===== config.mk =====
export PLATFORM = sky130hd
export DESIGN_NAME = id_ex_stage
export DESIGN_NICKNAME = d
export VERILOG_FILES = /design/src/rtl/pipeline_pkg.sv /design/src/rtl/load_use_detector.sv /design/src/rtl/id_ex_stage.sv
export SDC_FILE = /design/constraint.sdc
export NUM_CORES = 1
export LEC_CHECK = 0
export ABC_AREA = 1
export BUFFER_PORTS_ARGS = -buffer_cell sky130_fd_sc_hd__buf_2
export CAP_MARGIN = 5
export CORE_AREA = 5 5 149 151
export DETAILED_ROUTE_END_ITERATION = 10
export DIE_AREA = 0 0 154 156
export HOLD_SLACK_MARGIN = 0.03
export PLACE_DENSITY = 0.69
export SLEW_MARGIN = 20
export SYNTH_ARGS = -nofsm -noshare
export SYNTH_HDL_FRONTEND = slang
export SYNTH_HIERARCHICAL = 1
export SYNTH_SLANG_ARGS = --single-unit

===== constraint.sdc =====
create_clock -name clk -period 2.55 [get_ports clk]
set_clock_uncertainty 0.1 [all_clocks]
set_input_delay 0.1275 -clock clk [delete_from_list [all_inputs] [get_ports clk]]
set_output_delay 0.1275 -clock clk [all_outputs]
set_load 0.03 [all_outputs]

===== src/rtl/pipeline_pkg.sv =====
// Shared pipeline widths and ALU operation encodings used by the decode/execute boundary.
package pipeline_pkg;

  localparam int unsigned XLEN       = 32;
  localparam int unsigned REG_ADDR_W = 5;
  localparam int unsigned ALU_OP_W   = 4;
  localparam int unsigned BUBBLE_W   = 16;

  typedef enum logic [ALU_OP_W-1:0] {
    AluAdd  = 4'h0,
    AluSub  = 4'h1,
    AluAnd  = 4'h2,
    AluOr   = 4'h3,
    AluXor  = 4'h4,
    AluSll  = 4'h5,
    AluSrl  = 4'h6,
    AluSra  = 4'h7,
    AluSlt  = 4'h8,
    AluSltu = 4'h9,
    AluLui  = 4'hA
  } alu_op_e;

  // True when a nonzero destination feeds either source of the instruction in decode.
  function automatic logic src_match(input logic [REG_ADDR_W-1:0] r,
                                     input logic [REG_ADDR_W-1:0] rs1,
                                     input logic [REG_ADDR_W-1:0] rs2);
    return (r != '0) && ((r == rs1) || (r == rs2));
  endfunction

endpackage


===== src/rtl/load_use_detector.sv =====
// Load-use hazard detection: a load in EX or MEM whose result the decoding instruction needs.
module load_use_detector
  import pipeline_pkg::*;
(
  input  logic                  IF_ID_valid,
  input  logic [REG_ADDR_W-1:0] ID_rs1,
  input  logic [REG_ADDR_W-1:0] ID_rs2,
  input  logic                  ID_EX_valid,
  input  logic                  ID_EX_memread,
  input  logic [REG_ADDR_W-1:0] ID_EX_rd,
  input  logic [REG_ADDR_W-1:0] EX_MEM_rd,
  input  logic                  EX_MEM_regwrite,
  input  logic                  EX_MEM_memread,
  input  logic                  EX_branch_taken,
  output logic                  stall
);

  logic haz_ex;
  logic haz_mem;

  // Both sources are checked regardless of whether the opcode actually reads rs2.
  always_comb begin
    haz_ex  = ID_EX_valid && ID_EX_memread && src_match(ID_EX_rd, ID_rs1, ID_rs2);
    // Load data is not forwardable out of EX/MEM, so wait one more cycle for MEM/WB.
    haz_mem = EX_MEM_memread && EX_MEM_regwrite && src_match(EX_MEM_rd, ID_rs1, ID_rs2);
    stall   = IF_ID_valid && (haz_ex || haz_mem) && !EX_branch_taken;
  end

endmodule


===== src/rtl/id_ex_stage.sv =====
// ID/EX pipeline register with operand forwarding select, load-use stall and bubble counting.
module id_ex_stage
  import pipeline_pkg::*;
(
  input  logic                  clk,
  input  logic                  rst_n,

  input  logic                  IF_ID_valid,
  input  logic [REG_ADDR_W-1:0] ID_rs1,
  input  logic [REG_ADDR_W-1:0] ID_rs2,
  input  logic [REG_ADDR_W-1:0] ID_rd,
  input  logic [XLEN-1:0]       ID_rs1_rf_data,
  input  logic [XLEN-1:0]       ID_rs2_rf_data,
  input  logic [XLEN-1:0]       ID_imm,
  input  logic [XLEN-1:0]       ID_pc,

  input  logic                  ID_regwrite,
  input  logic                  ID_memread,
  input  logic                  ID_memwrite,
  input  logic                  ID_alu_src,
  input  logic [ALU_OP_W-1:0]   ID_alu_op,

  input  logic                  ID_hazard_rs1_data_enable,
  input  logic [XLEN-1:0]       ID_hazard_rs1_data,
  input  logic                  ID_hazard_rs2_data_enable,
  input  logic [XLEN-1:0]       ID_hazard_rs2_data,

  input  logic [REG_ADDR_W-1:0] EX_MEM_rd,
  input  logic                  EX_MEM_regwrite,
  input  logic                  EX_MEM_memread,
  input  logic                  EX_branch_taken,

  output logic                  ID_stall,
  output logic                  ID_EX_valid,
  output logic [XLEN-1:0]       ID_EX_rs1_data,
  output logic [XLEN-1:0]       ID_EX_rs2_data,
  output logic [XLEN-1:0]       ID_EX_imm,
  output logic [XLEN-1:0]       ID_EX_pc,
  output logic [REG_ADDR_W-1:0] ID_EX_rs1,
  output logic [REG_ADDR_W-1:0] ID_EX_rs2,
  output logic [REG_ADDR_W-1:0] ID_EX_rd,
  output logic                  ID_EX_regwrite,
  output logic                  ID_EX_memread,
  output logic                  ID_EX_memwrite,
  output logic                  ID_EX_alu_src,
  output logic [ALU_OP_W-1:0]   ID_EX_alu_op,
  output logic [BUBBLE_W-1:0]   bubble_count
);

  logic [XLEN-1:0] rs1_op;
  logic [XLEN-1:0] rs2_op;
  logic            det_stall;

  always_comb begin
    rs1_op = ID_hazard_rs1_data_enable ? ID_hazard_rs1_data : ID_rs1_rf_data;
    rs2_op = ID_hazard_rs2_data_enable ? ID_hazard_rs2_data : ID_rs2_rf_data;
  end

  load_use_detector u_detector (
    .IF_ID_valid     (IF_ID_valid),
    .ID_rs1          (ID_rs1),
    .ID_rs2          (ID_rs2),
    .ID_EX_valid     (ID_EX_valid),
    .ID_EX_memread   (ID_EX_memread),
    .ID_EX_rd        (ID_EX_rd),
    .EX_MEM_rd       (EX_MEM_rd),
    .EX_MEM_regwrite (EX_MEM_regwrite),
    .EX_MEM_memread  (EX_MEM_memread),
    .EX_branch_taken (EX_branch_taken),
    .stall           (det_stall)
  );

  // Reset masks the stall so the front end is never frozen while held in reset.
  assign ID_stall = rst_n && det_stall;

  always_ff @(posedge clk) begin
    if (!rst_n) begin
      ID_EX_valid    <= 1'b0;
      ID_EX_rs1_data <= '0;
      ID_EX_rs2_data <= '0;
      ID_EX_imm      <= '0;
      ID_EX_pc       <= '0;
      ID_EX_rs1      <= '0;
      ID_EX_rs2      <= '0;
      ID_EX_rd       <= '0;
      ID_EX_regwrite <= 1'b0;
      ID_EX_memread  <= 1'b0;
      ID_EX_memwrite <= 1'b0;
      ID_EX_alu_src  <= 1'b0;
      ID_EX_alu_op   <= '0;
      bubble_count   <= '0;
    end else if (EX_branch_taken) begin
      // Flush bubble: datapath fields hold, not counted.
      ID_EX_valid    <= 1'b0;
      ID_EX_regwrite <= 1'b0;
      ID_EX_memread  <= 1'b0;
      ID_EX_memwrite <= 1'b0;
    end else if (ID_stall) begin
      ID_EX_valid    <= 1'b0;
      ID_EX_regwrite <= 1'b0;
      ID_EX_memread  <= 1'b0;
      ID_EX_memwrite <= 1'b0;
      if (bubble_count != {BUBBLE_W{1'b1}}) begin
        bubble_count <= bubble_count + 1'b1;
      end
    end else begin
      ID_EX_valid    <= IF_ID_valid;
      ID_EX_rs1_data <= rs1_op;
      ID_EX_rs2_data <= rs2_op;
      ID_EX_imm      <= ID_imm;
      ID_EX_pc       <= ID_pc;
      ID_EX_rs1      <= ID_rs1;
      ID_EX_rs2      <= ID_rs2;
      ID_EX_rd       <= ID_rd;
      ID_EX_regwrite <= IF_ID_valid && ID_regwrite;
      ID_EX_memread  <= IF_ID_valid && ID_memread;
      ID_EX_memwrite <= IF_ID_valid && ID_memwrite;
      ID_EX_alu_src  <= IF_ID_valid && ID_alu_src;
      ID_EX_alu_op   <= IF_ID_valid ? ID_alu_op : '0;
    end
  end

endmodule


# ---- Word level (Yosys, flattened, before mapping)
# Index checks and enable logic that the tools add are counted.
dict set report totals {
  ff_bits 168
  input_bits 228
  out_inout_bits 169
  word_cells 48
}
dict set report op_classes {
  add_sub_neg 1
  n_eq_ne 5
  n_mux 3
  bitwise 3
  n_reduce_logical 22
}
# operator count
set ops {}
lappend ops {{$mux W32} 2}
lappend ops {{$eq A5 B5 Y1} 4}
lappend ops {{$add A16 B1 Y16 const B} 1}
lappend ops {{$ne A16 B16 Y1 const B} 1}
lappend ops {{$logic_and A1 B1 Y1} 13}
lappend ops {{$reduce_bool A5 Y1} 2}
lappend ops {{$mux W4} 1}
lappend ops {{$logic_or A1 B1 Y1} 3}
lappend ops {{$not A1 Y1} 3}
lappend ops {{$reduce_and A3 Y1} 1}
lappend ops {{$reduce_or A3 Y1} 1}
lappend ops {{$reduce_and A2 Y1} 1}
lappend ops {{$logic_not A1 Y1} 1}

# ---- Longest topological paths before layout
dict set report depth {
  depth_word 10
  ltp_mapped 16
  mapped_depth_nobuf 15
}

# ---- Cells and area by module
# The synthesis kept the hierarchy.
# mod instances cells_each area_each_um2 seq_area_each_um2
set by_module_without_submodules {}
lappend by_module_without_submodules {id_ex_stage 1 946 6840.3 3363.2}
lappend by_module_without_submodules {load_use_detector 1 92 392.9 0.0}

# ---- Worst setup path after synthesis
# Ideal clock, no wire load.
dict set report synth_path {
  path_type {register -> register}
  from {register ID_EX_rd[2]}
  to {register ID_EX_rs1_data[14]}
  setup_time_ns 0.133
  t_arrival_ns 1.920
  t_required_ns 2.317
  path_slack_ns 0.397
  stages_incl_launch_ff 16
  n_path_buf 2
  period_less_slack_ns 2.153
  path_cell_list {dfxtp_1 > inv_1 > nand2_1 > nand2_1 > nor2_1 > nand3_1 > nand2_1 > nand2_1 > a21oi_2 > nand2_2 > inv_2 > nor2_2 > buf_4 > buf_2 > o21ai_0 > a21oi_1}
}
dict set report synth_between {
  elab_chain_cells 10
  elab_cells_between_ends 12
  cone_classes {eq/ne: 2; bitwise: 1; reduce/logical: 9}
}
# item line_no
set synth_rtl {}
lappend synth_rtl {{start: declaration} id_ex_stage.sv:41} ;# output logic [REG_ADDR_W-1:0] ID_EX_rd,
lappend synth_rtl {{start signal: assignment} id_ex_stage.sv:114} ;# ID_EX_rd <= ID_rd;
lappend synth_rtl {{$eq A5 B5 Y1} pipeline_pkg.sv:27} ;# return (r != '0) && ((r == rs1) || (r == rs2));
lappend synth_rtl {{$logic_or A1 B1 Y1} pipeline_pkg.sv:27}
lappend synth_rtl {{$logic_and A1 B1 Y1 *} pipeline_pkg.sv:27}
lappend synth_rtl {{$logic_and A1 B1 Y1 *} load_use_detector.sv:23} ;# haz_ex = ID_EX_valid && ID_EX_memread && src_match(ID_EX_rd, ID_rs1, ID_rs2);
lappend synth_rtl {{$logic_or A1 B1 Y1 *} load_use_detector.sv:26} ;# stall = IF_ID_valid && (haz_ex || haz_mem) && !EX_branch_taken;
lappend synth_rtl {{$logic_and A1 B1 Y1 * (2 in series)} load_use_detector.sv:26}
lappend synth_rtl {{named net det_stall} id_ex_stage.sv:52} ;# logic det_stall;
lappend synth_rtl {{$logic_and A1 B1 Y1 *} id_ex_stage.sv:74} ;# assign ID_stall = rst_n && det_stall;
lappend synth_rtl {{named net ID_stall} id_ex_stage.sv:33} ;# output logic ID_stall,
lappend synth_rtl {{$not A1 Y1 (no line) *} n/a}
lappend synth_rtl {{$reduce_and A2 Y1 (no line) *} n/a}
lappend synth_rtl {{end signal: assignment} id_ex_stage.sv:108} ;# ID_EX_rs1_data <= rs1_op;
lappend synth_rtl {{end: declaration} id_ex_stage.sv:35} ;# output logic [XLEN-1:0] ID_EX_rs1_data,
# The timed path passes the listed nets; every way through them passes the cells marked *.
# A chain may end at the register's enable or synchronous reset.

# ---- Worst setup path after layout
dict set report layout_path {
  from {input port ID_rs2[4]}
  to {register ID_EX_memwrite}
}
dict set report layout_between {
  elab_chain_cells 9
  elab_cells_between_ends 13
  cone_classes {eq/ne: 2; reduce/logical: 11}
}
# item line_no
set layout_rtl {}
lappend layout_rtl {{start: declaration} id_ex_stage.sv:10} ;# input logic [REG_ADDR_W-1:0] ID_rs2,
lappend layout_rtl {{$eq A5 B5 Y1} pipeline_pkg.sv:27}
lappend layout_rtl {{$logic_or A1 B1 Y1} pipeline_pkg.sv:27}
lappend layout_rtl {{$logic_and A1 B1 Y1} pipeline_pkg.sv:27}
lappend layout_rtl {{$logic_and A1 B1 Y1, on equally long branches} {load_use_detector.sv:23, load_use_detector.sv:25}}
lappend layout_rtl {{$logic_or A1 B1 Y1 *} load_use_detector.sv:26}
lappend layout_rtl {{$logic_and A1 B1 Y1 * (2 in series)} load_use_detector.sv:26}
lappend layout_rtl {{named net det_stall} id_ex_stage.sv:52}
lappend layout_rtl {{$logic_and A1 B1 Y1 *} id_ex_stage.sv:74}
lappend layout_rtl {{$reduce_or A3 Y1 (no line) *} n/a}
lappend layout_rtl {{end signal: assignment} id_ex_stage.sv:117} ;# ID_EX_memwrite <= IF_ID_valid && ID_memwrite;
lappend layout_rtl {{end: declaration} id_ex_stage.sv:44} ;# output logic ID_EX_memwrite,
# Marked as above.

==> run_results.csv <==
group,metric,value,unit
run_status,status,"completed",
floorplan,die_area,24000,um2
synth,synthCells,1038,
global_route,grt_pass1_wl,44000,um
global_route,antenna_found_initial,1,
clocking,clk_pin_slew_worst_paths,0.07,ns
synth,yosysWarningCount,6,
clocking,cts_max_level,4,
setup_path,end_kind,"flop",
detailed_routing,drc_errors,0,
global_route,grt_usage,0.222,
floorplan,ioPinCount,397,
sta,hold_ws,0.0630,ns
clocking,cts_tree,"yes",
synth,ys_ff_latch,168,
floorplan,start_util,0.350,
clocking,cts.sinks,168,
layout,utilization,0.585,
layout,nFillCells,1791,
sta,finalCritPeriodShare,0.919,
power_and_ir_drop,total_power,6.89,mW
sta,report.final.slew_viol_count,0,
setup_path,path_max_fanout,4,
placement,place_congestion,0.851,
sta,rsz0062_at_grt,"no",
synth,synth_ff_type,"dfxtp_1",
power_and_ir_drop,power.density,569,nW/um2
placement,io_buffers,396,
clocking,cts_buffers,17,
sta,hold_viol_final,0,
job,cap_viol_max_count,0,
synth,synthTopCellsByCount,"275 x nor2_1, 168 x dfxtp_1, 141 x a21oi_1",
setup_path,arrival,2.55,ns
setup_path,cp-start-kind,"input port",
setup_path,reg2reg_to,"ID_EX_memwrite",
detailed_routing,vias,9090,
global_route,globalRouteOverflowTotal,0,
global_route,grt_pass1_vias,9007,
worst_hold_path,holdPathStages,5,
synth,synth_seq_area_share,0.465,
layout,nNetsFinal,1843,
sta,tns,0,ns
sta,setup_viol,0,
worst_hold_path,hold-path-endpoint,"ID_EX_rs1_data[8]",
worst_hold_path,worstHoldStart,"ID_rs1_rf_data[8]",
floorplan,die_h,156,um
detailed_routing,dr.pass1.iters,6,
synth,async_flop_share,0,
power_and_ir_drop,vdd_drop_max,0.396,mV
synth,synth.area.top_cells,"dfxtp_1 46%, nor2_1 14%, a21oi_1 9.8%",
synth,yosysUniqueCellTypes,28,
placement,dpl.cell_count,1653,
floorplan,core_area,20700,um2
detailed_routing,antenna_left,0,
sta,worst_pin_slew,0.822,ns
sta,fin_crit,2.34,ns
synth,avgSynthCellArea,6.97,um2
detailed_routing,drt_iter0_drc,462,
setup_path,required,2.75,ns
layout,drive_gt1_frac,0.283,
synth,yosys.area.top_type_share,0.465,
power_and_ir_drop,leakagePower,6.09,nW
setup_path,r2r-start,"ID_EX_rd[4]",
sta,fmax,0.427,GHz
clocking,cts.path.max_buffers,2,
synth,synth_edf_count,0,
detailed_routing,wl,28100,um
synth,yosysMostFrequentCell,"nor2_1",
floorplan,fp.dieW,154,um
clocking,clock_latency,0.42,ns
worst_hold_path,hold_path_class,"in2reg",
clocking,clock-root-buffer,"clkbuf_16",
sta,slew_headroom,0.452,
placement,dp.final_hpwl,17900,um
layout,area_growth,67.4,%
detailed_routing,wl_per_cell,14.8,um
synth,synth_area,7230,um2
synth,syn-num-nets,1267,
synth,synth_area_leader_cell,"dfxtp_1",
global_route,grt_max_degree,127,
detailed_routing,vias_per_cell,4.78,
setup_path,rr_worst_depth,15,
layout,fin_cells,1903,
clocking,post_cts_buffers,0,
floorplan,rows,53,
setup_path,r2r_slack,0.24,ns
setup_path,path_class,"in2reg",
## layout by cell type (no fill, tap or decap), drive strengths merged
master / netlist / routed
buf: 38 / 406
nor2: 281 / 281
dlygate4sd3: 0 / 217
dfxtp: 168 / 168
a21oi: 143 / 143
o21ai: 143 / 143
inv: 101 / 109
nand2: 93 / 93
nand3: 29 / 29
clkbuf: 28 / 20
xnor2: 4 / 4
nand4: 3 / 3
clkinv: 0 / 3
nor3: 2 / 2
xor2: 2 / 2
diode: 0 / 1
a21boi: 1 / 1
nor3b: 1 / 1
ha: 1 / 1
clkinvlp: 0 / 1
## sequential cells by signal (all words and copies together) (netlist names), 4 cells and up
signal	count
ID_EX_rd	5
ID_EX_imm	32
ID_EX_alu_op	4
bubble_count	16
ID_EX_rs2_data	32
ID_EX_rs2	5
ID_EX_rs1_data	32
ID_EX_pc	32
ID_EX_rs1	5
## how the worst max path moves through the flow
stage                                     to         from  slack [ns]  cells past startpoint
final                         ID_EX_memwrite    ID_rs2[4]        0.21                     17
after floorplan           ID_EX_rs1_data[14]  ID_EX_rd[2]        0.40                     15
after global placement       ID_EX_alu_op[1]  ID_EX_rd[4]        0.42                     12
after detailed placement     ID_EX_alu_op[1]  ID_EX_rd[4]        0.40                     12
after CTS                      ID_EX_memread  ID_EX_rd[4]        0.16                     15
after global routing          ID_EX_memwrite  ID_EX_rd[4]        0.02                     15
## through the flow
stage | instance area, um2 | setup slack (ns)
floorplan | 7230 | 0.397
global placement | 9360 | 0.417
detailed placement | 9360 | 0.401
CTS | 12100 | 0.159
global route | 12100 | 0.0158
finish | 12100 | 0.207
## final cells by class
type / count / area [um2] / area share
antenna: 1 / 2.50 / 0.000207
sequential: 168 / 3370 / 0.278
inverter: 101 / 379 / 0.0313
clock inverter: 12 / 103 / 0.00847
tap: 275 / 344 / 0.0284
clock buffer: 20 / 467 / 0.0385
multi-input combinational: 703 / 3170 / 0.262
timing repair buffer: 623 / 4270 / 0.353
## what timing repair did
item | 4_1_cts | 5_1_grt
gates resized for setup | 0 | 5
endpoints found under the hold margin | 157 | 0
endpoints found under the setup margin | 0 | 3
hold buffers | 217 | 0
## where the power goes
group          switching (mW)  internal (mW)  total [mW]  leakage, nW
clock network            1.14           1.36        2.49        0.281
registers              0.0870           2.79        2.88         1.39
logic                   0.870          0.644        1.51         4.41
total                    2.09           4.79        6.89         6.09
## cells by family (layout without fill, tap and decap cells)
| kind of cell | after synthesis | after routing | synth area share |
|---|---|---|---|
| AND/OR/NAND/NOR | 409 | 409 | 0.229 |
| flip-flops | 168 | 168 | 0.465 |
| other | 0 | 1 | 0 |
| XOR/XNOR | 6 | 6 | 0.00727 |
| AO/OA/AOI/OAI | 287 | 287 | 0.200 |
| buffers and inverters | 167 | 756 | 0.0969 |
| adder cells (fa/ha/maj) | 1 | 1 | 0.00173 |
## worst max-delay path: stages
cell           delay (ns)
dlygate4sd3_1        0.54
buf_2                0.15
inv_1                0.05
nand2_1              0.06
nand2_1              0.05
nor2_1               0.11
nand3_1              0.08
nand2_1              0.08
nand2_1              0.06
a21oi_2              0.14
nand2_2              0.09
inv_2                0.08
nor2_4               0.05
buf_4                0.14
nand3_1              0.13
nor2_1               0.06
dlygate4sd3_1        0.55
## routing by layer
metal,track usage,vias to the layer above,share of wire
met5,0,-,0
met4,0.110,0,0.040
met3,0.0630,88,0.081
met2,0.390,443,0.50
met1,0.247,4087,0.38
li1,-,4472,-
Note: power is estimated with default switching activity, not from simulation.
